File: config.mk
export PLATFORM = sky130hd
export DESIGN_NAME = hazard_stall_ctrl
export DESIGN_NICKNAME = d
export VERILOG_FILES = /design/src/rtl/hazard_stall_ctrl.sv
export SDC_FILE = /design/constraint.sdc
export NUM_CORES = 1
export LEC_CHECK = 0
export ABC_CLOCK_PERIOD_IN_PS = 3970
export CORE_ASPECT_RATIO = 1.75
export CORE_UTILIZATION = 45
export CTS_CLUSTER_SIZE = 20
export DETAILED_ROUTE_END_ITERATION = 10
export GPL_TIMING_DRIVEN = 1
export PLACE_DENSITY = 0.8
export SLEW_MARGIN = 15
export SYNTH_ARGS = -nofsm -noshare
export SYNTH_HDL_FRONTEND = slang
export SYNTH_SLANG_ARGS = --single-unit
File: constraint.sdc
create_clock -name clk -period 3.97 [get_ports clk]
set_clock_uncertainty 0.15 [all_clocks]
set_input_delay 0.794 -clock clk [delete_from_list [all_inputs] [get_ports clk]]
set_output_delay 0.794 -clock clk [all_outputs]
set_load 0.05 [all_outputs]
File: src/rtl/hazard_stall_ctrl.sv
// Load-use hazard detector and pipeline stall controller for the 5-stage pipeline.
// Stall/bubble outputs are combinational so a hazard stalls in the cycle it is seen.
module hazard_stall_ctrl #(
  parameter int AW          = 4,
  parameter int NRD         = 2,
  parameter int LOAD_STALL  = 1,
  parameter int ZERO_REG_HW = 1,
  parameter int CNTW        = 16
) (
  input  logic                clk,
  input  logic                rst,
  input  logic                d_valid,
  input  logic [NRD*AW-1:0]   d_raddr,
  input  logic [NRD-1:0]      d_ren,
  input  logic                e_valid,
  input  logic                e_isLoad,
  input  logic [AW-1:0]       e_wreg,
  input  logic                mem_busy,
  input  logic                flush,
  output logic                pc_stall,
  output logic                ifid_stall,
  output logic                idex_stall,
  output logic                idex_bubble,
  output logic                exmem_stall,
  output logic [NRD-1:0]      hazard_vec,
  output logic [CNTW-1:0]     stall_cycles
);

  typedef enum logic {IDLE, LU_STALL} state_t;

  state_t         state;
  logic [2:0]     cnt;
  logic [NRD-1:0] hit;
  logic           zero_dst;
  logic           lu_hz;

  always_comb begin
    hit = '0;
    for (int unsigned i = 0; i < NRD; i++) begin
      hit[i] = d_ren[i] && (d_raddr[i*AW +: AW] == e_wreg);
    end
  end

  assign zero_dst = (ZERO_REG_HW != 0) && (e_wreg == '0);

  // if() on an unknown condition falls through, so X qualifiers never raise a hazard
  always_comb begin
    hazard_vec = '0;
    if (!rst && d_valid && e_valid && e_isLoad && !zero_dst) begin
      hazard_vec = hit;
    end
  end

  assign lu_hz = |hazard_vec;

  always_comb begin
    pc_stall    = 1'b0;
    ifid_stall  = 1'b0;
    idex_stall  = 1'b0;
    idex_bubble = 1'b0;
    exmem_stall = 1'b0;
    if (rst) begin
      pc_stall = 1'b0;
    end else if (mem_busy) begin
      pc_stall    = 1'b1;
      ifid_stall  = 1'b1;
      idex_stall  = 1'b1;
      exmem_stall = 1'b1;
    end else if (flush) begin
      pc_stall = 1'b0;
    end else if (state == LU_STALL || lu_hz) begin
      pc_stall    = 1'b1;
      ifid_stall  = 1'b1;
      idex_bubble = 1'b1;
    end
  end

  always_ff @(posedge clk or posedge rst) begin
    if (rst) begin
      state        <= IDLE;
      cnt          <= '0;
      stall_cycles <= '0;
    end else if (mem_busy) begin
      state        <= state;
      cnt          <= cnt;
      stall_cycles <= stall_cycles;
    end else if (flush) begin
      state <= IDLE;
      cnt   <= '0;
    end else if (state == LU_STALL) begin
      if (stall_cycles != '1) stall_cycles <= stall_cycles + CNTW'(1);
      if (cnt == 3'd1) begin
        state <= IDLE;
        cnt   <= '0;
      end else begin
        cnt <= cnt - 3'd1;
      end
    end else if (lu_hz) begin
      if (stall_cycles != '1) stall_cycles <= stall_cycles + CNTW'(1);
      // the detecting cycle is the first stall cycle, so only LOAD_STALL-1 remain
      if (LOAD_STALL > 1) begin
        state <= LU_STALL;
        cnt   <= 3'(LOAD_STALL - 1);
      end
    end
  end

endmodule

==> results.tsv <==
metric	value	unit
Die Wd	41.7	um
CTS tree	yes	
setup slack after layout	0.268	ns
Setup crit start kind	input pin	
DR WL met3	158	um
Storage cell area	500	um2
setup TNS	0	ns
row count	24	
max-cap viol count	0	
first-pass iteration count of the detailed router	4	
post-place setup slack	0.262	ns
Setup CP Type	in -> out	
clk slew on worst S/H paths	0.07	ns
Worst Path Arrival	2.76	ns
CP endpoint kind	output port	
Max Fclk	270	MHz
post-synthesis sequential area ratio	0.404	
slowest cell on the critical path	clkdlybuf4s50_1	
Placed Area	0.00168	mm2
initial antenna violation count	0	
layout cells sized above 1	0.135	
Hold Vio Cnt, Final	0	
Max VDD drop	0.192	mV
worst-path cell chain	clkdlybuf4s50_1 -> o41ai_4 -> nor3_1 -> o31a_4 -> and2_1 -> buf_12	
data required time of the worst path	3.03	ns
Fillers	207	
CTS Root Cell	clkbuf_8	
Post-CTS Hold Fix Bufs	0	
top layer reached by signal wires	met4	
ratio of final minimum period to clock period	0.932	
Die H	71.4	um
P&R area growth vs syn	39.1	%
DRC	0	
H-Tree Depth	1	
Avg WL per Cell	14.8	um
CP delay by family, top	compound AO/OA/AOI/OAI gates	
die area	0.00297	mm2
status	finished, final reports clean	
Mapped Nets	144	
Final Max Tran Viols	0	
post-layout util	0.675	
final instance area	0.00172	mm2
average size of a mapped cell	10.3	um2
PD cells	234	mW/mm2
Max FO, Critical Path	17	
I/O pins	44	
RSZ-0062 raised after global routing	false	
Yosys cell types	29	
Worst Hold Class	reg -> reg	
DR vias/cell	5.51	
HPWL after DPL	2240	um
multi-input logic area	692	um2
Initial Util	0.485	
total CTS buffers	3	
Setup violations, final	0	
Sink Count	20	
final net count	189	
crit-path max cell delay	0.52	ns
slew margin rel.	0.522	
pin count of the biggest net entering global routing	21	
Worst Tran Pin Value	0.715	ns
# port buffers	43	
flops & latches, synth	20	
n_diodes	0	
post-route ant nets	0	
final WL	2800	um
Resize count post-CTS	0	
Lkg Pwr	0.000709	uW
global route overflow	0	
DR vias	1041	
clk_lat worst skew	0.26	ns
Clock Path Buffers	2	
Post-Syn Area	0.00124	mm2
routed wl met2	1490	um
Synth warnings	0	
Syn Inst Count	120	
met1 WL	1100	um
RePlAce Congestion	0.758	
core area	0.00255	mm2
minimum clock period	3.70	ns
Worst Path Buf+Inv	2	
first-pass GRT wire length	4860	um
Post-CTS Setup Inserts	0	
GRT Overall Usage	0.207	
vias in the first global route	1053	
1st-iter DRT viols	30	
-- worst register-to-register path: cells and delay by family (launching register included) --
| family | cells | cell delay (ns) |
|---|---|---|
| adders and majority gates | 1 | 0.24 |
| muxes | 1 | 0.32 |
| and+or+nand+nor | 4 | 1.35 |
| DFF | 1 | 0.44 |
-- cells in the mapped netlist, drive strengths merged --
| library cell | n | share of area |
|---|---|---|
| o21ai | 2 | 0.0081 |
| and4 | 1 | 0.0071 |
| ha | 3 | 0.030 |
| o31a | 1 | 0.014 |
| nand4 | 7 | 0.035 |
| nor2b | 2 | 0.010 |
| o21a | 1 | 0.0061 |
| nor4 | 1 | 0.0051 |
| inv | 5 | 0.015 |
| buf | 4 | 0.027 |
| nand3b | 1 | 0.016 |
| o31ai | 1 | 0.0061 |
| and3 | 5 | 0.025 |
| nand3 | 12 | 0.077 |
| a21oi | 3 | 0.012 |
| and4b | 2 | 0.016 |
| nor2 | 8 | 0.024 |
| mux2 | 1 | 0.012 |
| nor3 | 4 | 0.024 |
| dfrtp | 20 | 0.40 |
| nand2 | 10 | 0.030 |
| xnor2 | 22 | 0.16 |
| or3 | 1 | 0.0051 |
| o41ai | 1 | 0.022 |
| and2 | 1 | 0.0051 |
| o21bai | 1 | 0.0061 |
-- logic make-up after synthesis --
group,share of synthesized area
compound gates,0.0748
xor+xnor,0.156
fa+ha+maj,0.0303
buf+inv,0.0424
flops,0.404
mux,0.0121
simple gates,0.281
-- per-layer routing --
metal  GRT usage  vias up
li1            -      504
met1       0.242      491
met2       0.378       41
met3      0.0252        5
met4      0.0753        0
met5           0        -
-- registers in the layout (all words and copies together), names as in the netlist --
name / flops
cnt: 3
stall_cycles: 16
state: 1
-- final timing paths --
check / endpoint / cells after the start / slack, ns / from
max reg2reg: stall_cycles[1] / 6 / 1.37 / stall_cycles[0]
min reg2reg: stall_cycles[10] / 1 / 0.35 / stall_cycles[10]
max in group asynchronous: stall_cycles[13] / 3 / 2.62 / rst
max: idex_bubble / 6 / 0.27 / e_wreg[0]
min: stall_cycles[10] / 1 / 0.35 / stall_cycles[10]
min in group asynchronous: stall_cycles[12] / 3 / 0.85 / rst
-- power breakdown --
group / leakage [uW] / switching (uW) / total (uW) / internal [uW]
combinational: 0.000408 / 32.0 / 64.0 / 32.0
clock: 0.0000216 / 61.9 / 129 / 67.6
sequential: 0.000279 / 2.84 / 209 / 206
-- layout by cell type (no fill, tap or decap), types with 2 or more instances in the layout --
cell type        instances
a21oi_1                  3
and3_1                   5
and4b_1                  2
buf_4                    5
clkbuf_8                 3
clkdlybuf4s50_1         38
dfrtp_1                 20
ha_1                     3
inv_1                    5
nand2_1                 10
nand3_1                  5
nand3_2                  7
nand4_1                  7
nor2_1                   8
nor2b_1                  2
nor3_1                   2
o21ai_0                  2
xnor2_1                 22
-- metrics by stage --
step | power (uW) | instances | hold slack, ns
floorplan | 244 | 120 | 0.300
global placement | 276 | 186 | 0.315
detailed placement | 278 | 186 | 0.339
CTS | 407 | 189 | 0.349
global route | 420 | 189 | 0.372
finish | 402 | 189 | 0.350
-- cell type report --
cell class	instances	share of cell area
Timing Repair Buffer	44	0.254
Clock buffer	3	0.0240
Tap cell	26	0.0189
Multi-Input combinational cell	91	0.402
Inverter	5	0.0109
Sequential cell	20	0.290
Note: power is estimated with default switching activity, not from simulation.
